`config.mk`:
```
export PLATFORM = sky130hd
export DESIGN_NAME = vga_timing_out
export DESIGN_NICKNAME = d
export VERILOG_FILES = /design/src/rtl/vga_pkg.sv /design/src/rtl/vga_delay_line.sv /design/src/rtl/vga_timing_out.sv
export SDC_FILE = /design/constraint.sdc
export NUM_CORES = 1
export LEC_CHECK = 0
export CORE_MARGIN = 10
export CORE_UTILIZATION = 45
export DETAILED_ROUTE_END_ITERATION = 8
export PLACE_DENSITY = 0.79
export SYNTH_ARGS = -nofsm -noshare
export SYNTH_HDL_FRONTEND = slang
export SYNTH_HIERARCHICAL = 1
export SYNTH_SLANG_ARGS = --single-unit
```
`constraint.sdc`:
```
create_clock -name clk -period 2.32 [get_ports clk]
set_input_delay 0.464 -clock clk [delete_from_list [all_inputs] [get_ports clk]]
set_output_delay 0.464 -clock clk [all_outputs]
set_load 0.01 [all_outputs]
```
`src/rtl/vga_pkg.sv`:
```
// Shared 640x480@60 Hz timing constants, colour type and test-bar helpers
// for the VGA output path. Bar helpers are only referenced when the
// VGA_TEST_PATTERN_EN macro is defined.
package vga_pkg;

  localparam int CNT_W = 11;

  typedef logic [CNT_W-1:0] cnt_t;

  typedef struct packed {
    logic [7:0] r;
    logic [7:0] g;
    logic [7:0] b;
  } rgb24_t;

  localparam cnt_t H_VISIBLE = 11'd640;
  localparam cnt_t H_FP      = 11'd16;
  localparam cnt_t H_SYNC    = 11'd96;
  localparam cnt_t H_BP      = 11'd48;
  localparam cnt_t H_TOTAL   = 11'd800;

  localparam cnt_t V_VISIBLE = 11'd480;
  localparam cnt_t V_FP      = 11'd10;
  localparam cnt_t V_SYNC    = 11'd2;
  localparam cnt_t V_BP      = 11'd33;
  localparam cnt_t V_TOTAL   = 11'd525;

  // First and one-past-last counter values of each sync pulse.
  localparam cnt_t H_SYNC_START = H_VISIBLE + H_FP;
  localparam cnt_t H_SYNC_END   = H_SYNC_START + H_SYNC;
  localparam cnt_t V_SYNC_START = V_VISIBLE + V_FP;
  localparam cnt_t V_SYNC_END   = V_SYNC_START + V_SYNC;

  // Eight 80-pixel colour bars across the visible line; a comparator chain
  // keeps a divider out of the pixel-rate path.
  function automatic logic [2:0] bar_index(input cnt_t h);
    logic [2:0] idx;
    if      (h >= 11'd560) idx = 3'd7;
    else if (h >= 11'd480) idx = 3'd6;
    else if (h >= 11'd400) idx = 3'd5;
    else if (h >= 11'd320) idx = 3'd4;
    else if (h >= 11'd240) idx = 3'd3;
    else if (h >= 11'd160) idx = 3'd2;
    else if (h >= 11'd80)  idx = 3'd1;
    else                   idx = 3'd0;
    return idx;
  endfunction

  function automatic rgb24_t bar_colour(input logic [2:0] idx);
    rgb24_t c;
    case (idx)
      3'd0:    c = 24'hFFFFFF;
      3'd1:    c = 24'hFFFF00;
      3'd2:    c = 24'h00FFFF;
      3'd3:    c = 24'h00FF00;
      3'd4:    c = 24'hFF00FF;
      3'd5:    c = 24'hFF0000;
      3'd6:    c = 24'h0000FF;
      default: c = 24'h000000;
    endcase
    return c;
  endfunction

endpackage

```
`src/rtl/vga_delay_line.sv`:
```
// Generic shift register with asynchronous active-low reset to RESET_VAL.
// DEPTH=0 degenerates to a wire.
module vga_delay_line #(
  parameter int               WIDTH     = 1,
  parameter int               DEPTH     = 1,
  parameter logic [WIDTH-1:0] RESET_VAL = '0
) (
  input  logic             clk,
  input  logic             resetN,
  input  logic [WIDTH-1:0] d_i,
  output logic [WIDTH-1:0] q_o
);

  generate
    if (DEPTH == 0) begin : g_direct
      logic unused_clk_rst;
      assign unused_clk_rst = clk ^ resetN;
      assign q_o = d_i;
    end else begin : g_shift
      logic [WIDTH-1:0] stage_q [DEPTH];

      // Shift one stage per clock; every stage clears to the idle pattern.
      always_ff @(posedge clk or negedge resetN) begin
        if (!resetN) begin
          for (int i = 0; i < DEPTH; i++) stage_q[i] <= RESET_VAL;
        end else begin
          stage_q[0] <= d_i;
          for (int i = 1; i < DEPTH; i++) stage_q[i] <= stage_q[i-1];
        end
      end

      assign q_o = stage_q[DEPTH-1];
    end
  endgenerate

endmodule

```
`src/rtl/vga_timing_out.sv`:
```
// 640x480@60 Hz raster generator and registered VGA DAC output stage.
// Sync/blank are delayed by PIPE_DELAY clocks to meet the colour returning
// from the drawing pipeline. Optional colour-bar generator is built when
// the VGA_TEST_PATTERN_EN macro is defined.
module vga_timing_out
  import vga_pkg::*;
#(
  parameter int PIPE_DELAY = 2
) (
  input  logic             clk,
  input  logic             resetN,
  input  logic [7:0]       redIn,
  input  logic [7:0]       greenIn,
  input  logic [7:0]       blueIn,
`ifdef VGA_TEST_PATTERN_EN
  input  logic             testPatternEn,
`endif
  output logic [CNT_W-1:0] pixelX,
  output logic [CNT_W-1:0] pixelY,
  output logic             startOfFrame,
  output logic [7:0]       oVGA_R,
  output logic [7:0]       oVGA_G,
  output logic [7:0]       oVGA_B,
  output logic             oVGA_HS,
  output logic             oVGA_VS,
  output logic             oVGA_BLANK_N,
  output logic             oVGA_SYNC_N,
  output logic             oVGA_CLK
);

  cnt_t hCount_q, hCount_d;
  cnt_t vCount_q, vCount_d;

  // Raster advance: h wraps every line, v steps on h wrap and wraps per frame.
  always_comb begin
    hCount_d = hCount_q + 11'd1;
    vCount_d = vCount_q;
    if (hCount_q == H_TOTAL - 11'd1) begin
      hCount_d = '0;
      if (vCount_q == V_TOTAL - 11'd1) vCount_d = '0;
      else                             vCount_d = vCount_q + 11'd1;
    end
  end

  // Raster counter registers.
  always_ff @(posedge clk or negedge resetN) begin
    if (!resetN) begin
      hCount_q <= '0;
      vCount_q <= '0;
    end else begin
      hCount_q <= hCount_d;
      vCount_q <= vCount_d;
    end
  end

  assign pixelX       = hCount_q;
  assign pixelY       = vCount_q;
  assign startOfFrame = (hCount_q == '0) && (vCount_q == V_VISIBLE);

  logic hsRaw, vsRaw, visRaw;
  assign hsRaw  = !((hCount_q >= H_SYNC_START) && (hCount_q < H_SYNC_END));
  assign vsRaw  = !((vCount_q >= V_SYNC_START) && (vCount_q < V_SYNC_END));
  assign visRaw = (hCount_q < H_VISIBLE) && (vCount_q < V_VISIBLE);

  logic hsDly, vsDly, visDly;

`ifdef VGA_TEST_PATTERN_EN
  localparam int              DL_W   = 6;
  localparam logic [DL_W-1:0] DL_RST = 6'b000_0_1_1;
  logic [2:0]      barRaw, barDly;
  logic [DL_W-1:0] dlIn, dlOut;
  assign barRaw = bar_index(hCount_q);
  assign dlIn   = {barRaw, visRaw, vsRaw, hsRaw};
  assign {barDly, visDly, vsDly, hsDly} = dlOut;
`else
  localparam int              DL_W   = 3;
  localparam logic [DL_W-1:0] DL_RST = 3'b0_1_1;
  logic [DL_W-1:0] dlIn, dlOut;
  assign dlIn = {visRaw, vsRaw, hsRaw};
  assign {visDly, vsDly, hsDly} = dlOut;
`endif

  vga_delay_line #(
    .WIDTH     (DL_W),
    .DEPTH     (PIPE_DELAY),
    .RESET_VAL (DL_RST)
  ) u_delay (
    .clk    (clk),
    .resetN (resetN),
    .d_i    (dlIn),
    .q_o    (dlOut)
  );

  rgb24_t rgb_q, rgb_d;
  logic   hs_q, vs_q, blankN_q;

  // Colour select: blanking forces black; otherwise mux input or test bar.
  always_comb begin
    rgb_d = '0;
    if (visDly) begin
      rgb_d = {redIn, greenIn, blueIn};
`ifdef VGA_TEST_PATTERN_EN
      if (testPatternEn) rgb_d = bar_colour(barDly);
`endif
    end
  end

  // DAC output register; idle state is sync inactive and blanked.
  always_ff @(posedge clk or negedge resetN) begin
    if (!resetN) begin
      rgb_q    <= '0;
      hs_q     <= 1'b1;
      vs_q     <= 1'b1;
      blankN_q <= 1'b0;
    end else begin
      rgb_q    <= rgb_d;
      hs_q     <= hsDly;
      vs_q     <= vsDly;
      blankN_q <= visDly;
    end
  end

  assign oVGA_R       = rgb_q.r;
  assign oVGA_G       = rgb_q.g;
  assign oVGA_B       = rgb_q.b;
  assign oVGA_HS      = hs_q;
  assign oVGA_VS      = vs_q;
  assign oVGA_BLANK_N = blankN_q;
  assign oVGA_SYNC_N  = 1'b0;
  assign oVGA_CLK     = clk;

endmodule

```
Yosys cells after proc, flatten, opt, wreduce, memory -nomap -nowiden
Index checks and enable logic that the tools add are counted.

operators by class
  reduce and logical (&&, ||, !) cells = 7
  order comparisons = 6
  add/subtract/negate cells = 2
  multiplexer cells = 3
  equality and inequality tests = 3

operator list
  operator                                                      number
  two-way mux 24 bit                                            1
  adder 11 x 1 -> 11 bit, second input constant                 2
  equality test 11 x 10 -> 1 bit, second input constant         2
  less-than comparator 11 x 10 -> 1 bit, second input constant  2
  less-than comparator 11 x 9 -> 1 bit, second input constant   2
  two-way mux 11 bit                                            2
  equality test 11 x 9 -> 1 bit, second input constant          1
  >= comparator 11 x 10 -> 1 bit, second input constant         1
  >= comparator 11 x 9 -> 1 bit, second input constant          1
  logical NOT 11 bit                                            1
  logical AND 1 bit                                             4
  logical NOT 1 bit                                             2

word-level totals
  word-level logic and storage cells = 31
  output and inout port bits = 52
  flip-flop bits (word level) = 55

Logic depth before layout (Yosys ltp)
Gate-level depths: netlist (run 1).

  depth after elaboration = 3
  gate-level depth with buffers = 6
  depth with buffers taken out = 6

Hierarchy
Netlist (run 1), hierarchy kept.

by module, submodules not included
  module          cells an instance  times used  area an instance (µm²)
  vga_timing_out  188                1           2139.6
  vga_delay_line  9                  1           177.7

==> flow_metrics.tcl, run 1 <==
set metrics [dict create \
    yosysUniqueCellTypes 37 \
    rrSetupSlack_ns 0.18 \
    ir_drop_mv 0.3755 \
    io_buffers 76 \
    critPathKind "flop to primary output" \
    slew_headroom_pct 57.10 \
    dieHeight_microns 91.76 \
    clock_skew_ns 0.004959 \
    syn_nets 228 \
    fmax_ghz 0.4414 \
    drive_above_1_share_pct 15.14 \
    period_needed_ns 2.265 \
    powerDensity_nw_per_um2 597.4 \
    path_clk_slew_ns 0.10 \
    gp_congestion 0.8898 \
    slew_viol_final 0 \
    reg2reg_depth 7 \
    hold_slack_ns 0.07884 \
    yosysTopAreaCellShare_pct 52.92 \
    synth-edff-count 0 \
    clkPwrFrac_pct 44.4 \
    start_kind "flop" \
    tightestPinTransition_ns 0.6435 \
    chipWidth_microns 91.76 \
    switchingPower_mw 0.3896 \
    yosysMostFrequentCell "dfrtp_1" \
    avgSynthCellArea_sq_um 11.76 \
    drt-vias-per-instance 4.949 \
    critPathMaxFanout 2 \
    final_cell_count_no_fill 354 \
    cp.required_ns 1.86 \
    synth-async-reset-ratio_pct 100.0 \
    power_mw 2.009 \
    drt_pass1_iterations 5 \
    syn-cell-area_sq_um 2317 \
    design_area_sq_um 3363 \
    status "finished, final reports clean" \
    syn2layout_area_growth_pct 45.14 \
    rows 26 \
    tns_ns 0 \
    core_area_sq_um 5042 \
    num_vias 1752 \
    yosysSeqAreaShare_pct 59.72 \
    cp.arrival_ns 1.80 \
    post-place-ws_ns -0.06397 \
    timing.final.ws_setup_ns 0.05456 \
    hold_viol_final 0 \
    diodes 0 \
    grt_pass1_wl_mm 9.570 \
    worstReg2RegStart "pixelY[0]" \
    combPwrFrac_pct 6.6 \
    dpl-instance-area_sq_um 3164 \
    drc_errors 0 \
    fin_util_pct 66.70 \
    wirelength_mm 5.765 \
    p_leak_nw 1.412 \
    rsz0062_at_grt "yes" \
    dieArea_sq_um 8420 \
    yosysTopAreaCell "dfrtp_1" \
    wl_per_cell_microns 16.29 \
    antenna_found_initial 0 \
    ant_nets 0 \
    power_frac_seq_pct 49.0 \
    syn_inst 197 \
    cts_tree "done" \
    initial_utilization_pct 45.96 \
    ys_ff_latch 55 \
    hold_path.class "primary input to async pin" \
    dp.cells 342 \
    grt_max_degree 29 \
    grt_pass1_vias 1819 \
    hpwlAfterDp_mm 4.279 \
    synth.yosys.warnings 6 \
    ios 78 \
    swShare_pct 19.39 \
    grt_overflow 0 \
    drtIter0Drc 62 \
    setup_viol 0 \
    p_int_mw 1.620 \
    insertion_delay_ns 0.40 \
    synthFlopType "dfrtp_1" \
    cp-end-kind "primary output" \
    nets 314 \
    fill_cells 406 \
    synthTopCellsByCount "dfrtp_1 (49), and2_1 (25), nand3_1 (13)" \
    grt_usage_pct 14.16 \
    r2r-end "pixelY[9]" \
    period_share_pct 97.65 \
    synthTopCellsByArea "dfrtp_1 (53%), dfstp_2 (6.8%), and2_1 (6.7%)" \
    max_cap_viol_count 0 \
]
-- registers in the layout, summed over array words and instances, names as in the netlist --
| signal | count |
|---|---|
| pixelX | 11 |
| pixelY | 11 |
| oVGA_B | 8 |
| oVGA_G | 8 |
| oVGA_R | 8 |
| u_delay/g_shift.stage_q | 3 |
| u_delay/q_o | 3 |
| oVGA_BLANK_N | 1 |
| oVGA_HS | 1 |
| oVGA_VS | 1 |
-- power by group through the flow --
stage / Sequential, mW / Clock (mW) / Combinational (mW)
4_1_cts: 0.985 / 0.917 / 0.137
6_report: 0.984 / 0.891 / 0.134
3_3_place_gp: 1.00 / 0.0438 / 0.134
3_5_place_dp: 1.00 / 0.0438 / 0.137
5_1_grt: 0.987 / 0.968 / 0.145
2_1_floorplan: 1.02 / 0.0355 / 0.0160
-- how the worst max path moves through the flow --
| stage | from | endpoint | slack, ns |
|---|---|---|---|
| after detailed placement | pixelX[5] | startOfFrame | -0.06 |
| after CTS | pixelX[10] | startOfFrame | 0.01 |
| after floorplan | pixelX[5] | startOfFrame | 0.38 |
| after global placement | pixelX[5] | startOfFrame | -0.04 |
| final | pixelX[5] | startOfFrame | 0.05 |
| after global routing | pixelX[5] | startOfFrame | -0.06 |
-- per-layer routing --
layer	global-route usage (%)	routed length [microns]	share of wire [%]	vias to the layer above
li1	-	-	-	831
met1	18.18	2707	47	844
met2	20.38	2476	43	74
met3	6.601	535	9.3	3
met4	5.270	46	0.80	0
met5	0	0	0	-
-- what timing repair did --
item,in CTS,in global routing
setup buffers,1,0
endpoints found under the hold margin,0,0
pin swaps,2,2
setup endpoints to repair,2,1
hold buffers,0,0
gates resized for setup,8,0
-- kinds of logic after synthesis --
group	share of synthesized area [%]
other	0.1618
AND/OR/NAND/NOR	22.89
multiplexers	0.4320
buffers and inverters	5.723
flip-flops	59.72
adder cells (fa/ha/maj)	2.700
AO/OA/AOI/OAI	3.833
XOR/XNOR	4.536
-- critical path, stage by stage, from the launching register on --
cell and delay (ns):
dfrtp_1 0.42, nor4_4 0.30, nor4b_4 0.25, nand4_1 0.15, nor3_2 0.13, buf_2 0.15
-- final cells by class --
class                      instances  area (sq um)  area share, %
inverter                           9         33.78          1.004
sequential                        55          1384          41.15
multi-input combinational        120         820.8          24.40
tap                               70         87.58          2.604
timing repair buffer              88         850.8          25.30
clock buffer                       9         118.9          3.534
clock inverter                     3         67.56          2.009
-- placed cells by master, fill, tap and decap left out, types with 2 or more instances in the layout --
cell / count
clkdlybuf4s50_1: 73
and2_1: 25
o21ai_0: 9
or4_1: 2
nand4_1: 5
dfrtp_1: 49
dfstp_2: 6
nand2_1: 9
ha_1: 5
nor3_1: 3
nor4_4: 2
nor4_1: 4
bufinv_16: 2
and4_1: 2
a21oi_1: 5
nand3_1: 13
inv_1: 9
xnor2_1: 6
a31oi_1: 2
buf_2: 2
xor2_1: 6
and4_2: 2
nor2_1: 7
and3_2: 2
buf_4: 12
clkbuf_8: 8
Power figures use the tool's default switching activity.
==> run 2, diff against run 1 <==
--- a/config.mk
+++ b/config.mk
@@ -5,7 +5,6 @@
 export SDC_FILE = /design/constraint.sdc
 export NUM_CORES = 1
 export LEC_CHECK = 0
-export CORE_MARGIN = 10
 export CORE_UTILIZATION = 45
 export DETAILED_ROUTE_END_ITERATION = 8
 export PLACE_DENSITY = 0.79
==> run 2 against run 1 <==
Net effect:
- global-route usage grew 6.3 points
- clock power fell by 10%
- largest cell class unchanged
- worst hold slack better by 0.098 ns
- clock skew up 0.0043 ns
- core utilization is 1.9 points higher
- setup slack got worse by 0.0051 ns
- largest power group unchanged
- design area shrank 1.0%
- die area down 35%
- highest routed layer unchanged
- critical path type unchanged
- cell count shrank 0.56%
- flip-flop and latch count unchanged
- clock-buffer cell count unchanged
- maximum frequency fell by 0.22%
==> flow_metrics.tcl, run 2 (synthesis results as in run 1) <==
set metrics [dict create \
    chipWidth_microns 73.76 \
    ios 78 \
    hold_viol_final 0 \
    cts_tree "done" \
    cp.arrival_ns 1.81 \
    power_mw 1.916 \
    setup_viol 0 \
    wl_per_cell_microns 14.58 \
    grt_pass1_vias 1757 \
    tightestPinTransition_ns 0.6566 \
    crit_slowest_cell "dfrtp_1" \
    rsz0062_at_grt "yes" \
    reg2reg_depth 7 \
    drtIter0Drc 81 \
    p_leak_nw 1.405 \
    final_cell_mix "clkdlybuf4s50_1 (73), dfrtp_1 (49), and2_1 (25), buf_4 (14), nand3_1 (13)" \
    period_needed_ns 2.271 \
    cp.depth 5 \
    wirelength_mm 5.131 \
    critPathMaxFanout 2 \
    slew_headroom_pct 56.22 \
    start_kind "flop" \
    max_cap_viol_count 0 \
    drc_errors 0 \
    critPathTopFamily "simple AND/OR/NAND/NOR gates" \
    cp_num_buf_inv 1 \
    drive_above_1_share_pct 15.09 \
    rows 25 \
    period_share_pct 97.87 \
    antenna_found_initial 0 \
    core_area_sq_um 4848 \
    insertion_delay_ns 0.41 \
    nets 315 \
    grt_usage_pct 20.42 \
    hold_buffers 0 \
    hold_path.class "primary input to async pin" \
    gp_congestion 0.9003 \
    critical_path.endpoint "startOfFrame" \
    cp-end-kind "primary output" \
    tns_ns 0 \
    dieArea_sq_um 5441 \
    slew_viol_final 0 \
    startpoint "pixelX[10]" \
    multi_input_area_sq_um 815.8 \
    fill_cells 403 \
    powerDensity_nw_per_um2 575.7 \
    initial_utilization_pct 47.79 \
    num_vias 1802 \
    final_common_cell "clkdlybuf4s50_1" \
    hpwlAfterDp_mm 3.593 \
    cp.required_ns 1.86 \
    seqCellArea_sq_um 1384 \
    clock_skew_ns 0.009263 \
    dieHeight_microns 73.76 \
    syn2layout_area_growth_pct 43.63 \
    critPathKind "flop to primary output" \
    fmax_ghz 0.4404 \
    path_clk_slew_ns 0.10 \
    drt-vias-per-instance 5.119 \
    grt_overflow 0 \
    ir_drop_mv 0.3847 \
    grt_max_degree 56 \
    drt_pass1_iterations 4 \
    grt_pass1_wl_mm 7.969 \
    ant_nets 0 \
    rrSetupSlack_ns 0.25 \
    r2r-end "pixelY[4]" \
    io_buffers 76 \
    worstReg2RegStart "pixelY[0]" \
    diodes 0 \
    critPathMaxStageDelay_ns 0.42 \
    path_cells "nor4_4 -> nor4b_4 -> nand4_1 -> nor3_1 -> buf_2" \
    status "finished, final reports clean" \
]
run 2: cell count changes in the layout (fill, tap and decap cells not counted):
cell       previous run  this run
buf_4                12        14
buf_12                1         0
bufinv_16             2         1
inv_6                 0         1
nor3_1                3         4
nor3_2                1         0
run 2: area by class of cell:
class,count,area share [%]
sequential,55,41.58
timing repair buffer,89,25.41
multi-input combinational,120,24.51
clock buffer,9,3.571
tap,67,2.519
clock inverter,3,1.391
inverter,9,1.015
run 2: stage by stage:
step           hold slack, ns  instance area [sq um]  worst slack (ns)  utilization [%]  cells
6_report               0.1769                   3328           0.04948            68.65    352
5_1_grt                0.2244                   3328          -0.06489            68.65    352
4_1_cts                0.1957                   3321           0.02156            68.49    351
3_5_place_dp           0.3358                   3156          0.009093            65.08    340
3_3_place_gp           0.3326                   3156          -0.01700            65.08    340
2_1_floorplan          0.1684                   2317            0.3842                -    197
run 2: per-layer routing:
metal | global-route usage [%] | part of all wire (%) | routed length (microns)
met5 | 0 | 0 | 0
met4 | 11.75 | 2.0 | 105
met3 | 7.819 | 8.3 | 425
met2 | 32.11 | 48 | 2462
met1 | 23.78 | 42 | 2138
run 2: repair_timing:
| item | CTS | global route |
|---|---|---|
| gates resized for setup | 7 | 0 |
| endpoints found under the setup margin | 2 | 1 |
| setup buffers | 0 | 1 |
| pin swaps | 0 | 1 |
run 2: how the worst min path moves through the flow:
| stage | slack (ns) | startpoint | end | cells after the start |
|---|---|---|---|---|
| after floorplan | 0.17 | resetN | oVGA_BLANK_N | 0 |
| after global placement | 0.33 | u_delay/g_shift.stage_q[5] | u_delay/q_o[2] | 0 |
| after detailed placement | 0.34 | u_delay/g_shift.stage_q[5] | u_delay/q_o[2] | 0 |
| after CTS | 0.20 | resetN | oVGA_B[7] | 2 |
| after global routing | 0.22 | resetN | oVGA_G[4] | 2 |
| final | 0.18 | resetN | oVGA_G[4] | 2 |
run 2: report_power, final:
| group | switching [mW] | internal (mW) | total, mW |
|---|---|---|---|
| clock | 0.350 | 0.451 | 0.801 |
| sequential | 0.00561 | 0.979 | 0.985 |
| combinational | 0.0474 | 0.0823 | 0.130 |
| total | 0.403 | 1.51 | 1.92 |
==> run 3, diff against run 2 <==
--- a/config.mk
+++ b/config.mk
@@ -5,6 +5,7 @@
 export SDC_FILE = /design/constraint.sdc
 export NUM_CORES = 1
 export LEC_CHECK = 0
+export CORE_MARGIN = 2
 export CORE_UTILIZATION = 45
 export DETAILED_ROUTE_END_ITERATION = 8
 export PLACE_DENSITY = 0.79
==> run 3 against run 2 <==
Net effect:
- wire length fell by 0.21%
- highest routed layer unchanged
- via count decreased by 1.8%
- cell count grew 1.1%
- maximum frequency is 0.77% lower
- global-route usage down 1.1 points
==> flow_metrics.tcl, run 3 (synthesis results as in run 1) <==
set metrics [dict create \
    final_common_cell "clkdlybuf4s50_1" \
    wl_per_cell_microns 14.38 \
    ant_nets 0 \
    rsz0062_at_grt "yes" \
    cp.arrival_ns 1.84 \
    insertion_delay_ns 0.41 \
    core_area_sq_um 5042 \
    drt_pass1_iterations 4 \
    drt-vias-per-instance 4.972 \
    cp.required_ns 1.86 \
    switchingPower_mw 0.3705 \
    dieArea_sq_um 5740 \
    wirelength_mm 5.120 \
    cp-end-kind "primary output" \
    drc_errors 0 \
    p_leak_nw 1.403 \
    swShare_pct 19.55 \
    ios 78 \
    final_cell_mix "clkdlybuf4s50_1 (74), dfrtp_1 (49), and2_1 (25), buf_4 (15), nand3_1 (13)" \
    critPathMaxFanout 2 \
    status "finished, final reports clean" \
    clock_skew_ns 0.007417 \
    hold_slack_ns 0.03153 \
    final_cell_count_no_fill 356 \
    syn2layout_area_growth_pct 44.01 \
    fin_util_pct 66.18 \
    slew_headroom_pct 62.92 \
    power_mw 1.895 \
    grt_pass1_vias 1669 \
    diodes 0 \
    critPathKind "clock port to primary output" \
    p_int_mw 1.524 \
    setup_viol 0 \
    reg2reg_depth 7 \
    cp_common_cell "clkbuf_8" \
    dpl-instance-area_sq_um 3167 \
    combPwrFrac_pct 6.9 \
    critPathMaxStageDelay_ns 0.46 \
    drive_above_1_share_pct 15.03 \
    crit_slowest_cell "clkdlybuf4s50_1" \
    initial_utilization_pct 45.96 \
    drtIter0Drc 81 \
    dp.cells 344 \
    r2r-end "pixelY[9]" \
    period_needed_ns 2.305 \
    io_buffers 76 \
    rows 26 \
    startpoint "clk" \
    chipWidth_microns 75.76 \
    clkPwrFrac_pct 41.2 \
    grt_max_degree 26 \
    dieHeight_microns 75.76 \
    gp_congestion 0.8989 \
    antenna_found_initial 0 \
    max_cap_viol_count 0 \
    worstReg2RegStart "pixelY[0]" \
    period_share_pct 99.37 \
    routedLengthMet1_mm 2.158 \
    grt_usage_pct 19.37 \
    tightestPinTransition_ns 0.5562 \
    ir_drop_mv 0.3074 \
    slew_viol_final 0 \
    hpwlAfterDp_mm 3.628 \
    wl_met3_microns 490 \
    cp_num_buf_inv 3 \
    power_frac_seq_pct 52.0 \
    rrSetupSlack_ns 0.20 \
    wl_met2_mm 2.390 \
    hold_path.class "primary input to async pin" \
    fmax_ghz 0.4371 \
    design_area_sq_um 3337 \
    start_kind "clock port" \
    highest_layer "met4" \
    critPathTopFamily "buffers and inverters" \
    nets 316 \
    path_clk_slew_ns 0.09 \
    cts_tree "done" \
    num_vias 1770 \
    hold_viol_final 0 \
    grt_pass1_wl_mm 8.073 \
    path_cells "clkbuf_8 -> clkbuf_8 -> clkdlybuf4s50_1" \
    grt_overflow 0 \
    powerDensity_nw_per_um2 567.8 \
]
[run 3: power groups by stage]
stage | Combinational (mW) | Sequential, mW | Clock (mW)
finish | 0.130 | 0.984 | 0.780
global route | 0.144 | 0.987 | 0.848
global placement | 0.131 | 1.00 | 0.0438
detailed placement | 0.132 | 1.00 | 0.0438
floorplan | 0.0160 | 1.02 | 0.0355
CTS | 0.133 | 0.985 | 0.806
[run 3: cell type report]
type,instances,area (sq um)
multi-input cells,120,820.8
inverters,9,33.78
fillers,398,1705
clock inverters,1,30.03
flip-flops and latches,55,1384
well taps,70,87.58
clock buffers,11,127.6
repair buffers,90,853.3
[run 3: how the worst max path moves through the flow]
stage / endpoint / cells after the start
after floorplan: startOfFrame / 5
after global placement: startOfFrame / 5
after detailed placement: startOfFrame / 5
after CTS: startOfFrame / 5
after global routing: startOfFrame / 5
final: oVGA_CLK / 3
[run 3: through the flow]
| step | worst slack, ns | TNS (ns) |
|---|---|---|
| 2_1_floorplan | 0.3842 | 0 |
| 3_3_place_gp | -0.02681 | -0.02681 |
| 3_5_place_dp | -0.05674 | -0.05674 |
| 4_1_cts | 0.008483 | 0 |
| 5_1_grt | -0.03851 | -0.03851 |
| 6_report | 0.01461 | 0 |
[run 3: metal layers]
layer	up-vias	global-route usage, %
met3	7	7.275
met1	842	23.36
met4	0	8.967
met2	87	30.75
li1	834	-
met5	-	0
[run 3: timing repair]
| item | in CTS | in global routing |
|---|---|---|
| hold buffers | 0 | 0 |
| gates cloned | 0 | 0 |
| gates resized for setup | 7 | 0 |
| setup buffers | 1 | 0 |
| setup endpoints to repair | 1 | 1 |
| pin swaps | 1 | 1 |
[run 3: worst reg2reg max path: stages (launching register included)]
cell and delay [ns]:
dfrtp_1 0.42, buf_4 0.17, inv_1 0.08, ha_1 0.15, nor4bb_1 0.43, nand3_1 0.42, a21oi_1 0.26, o22ai_1 0.09
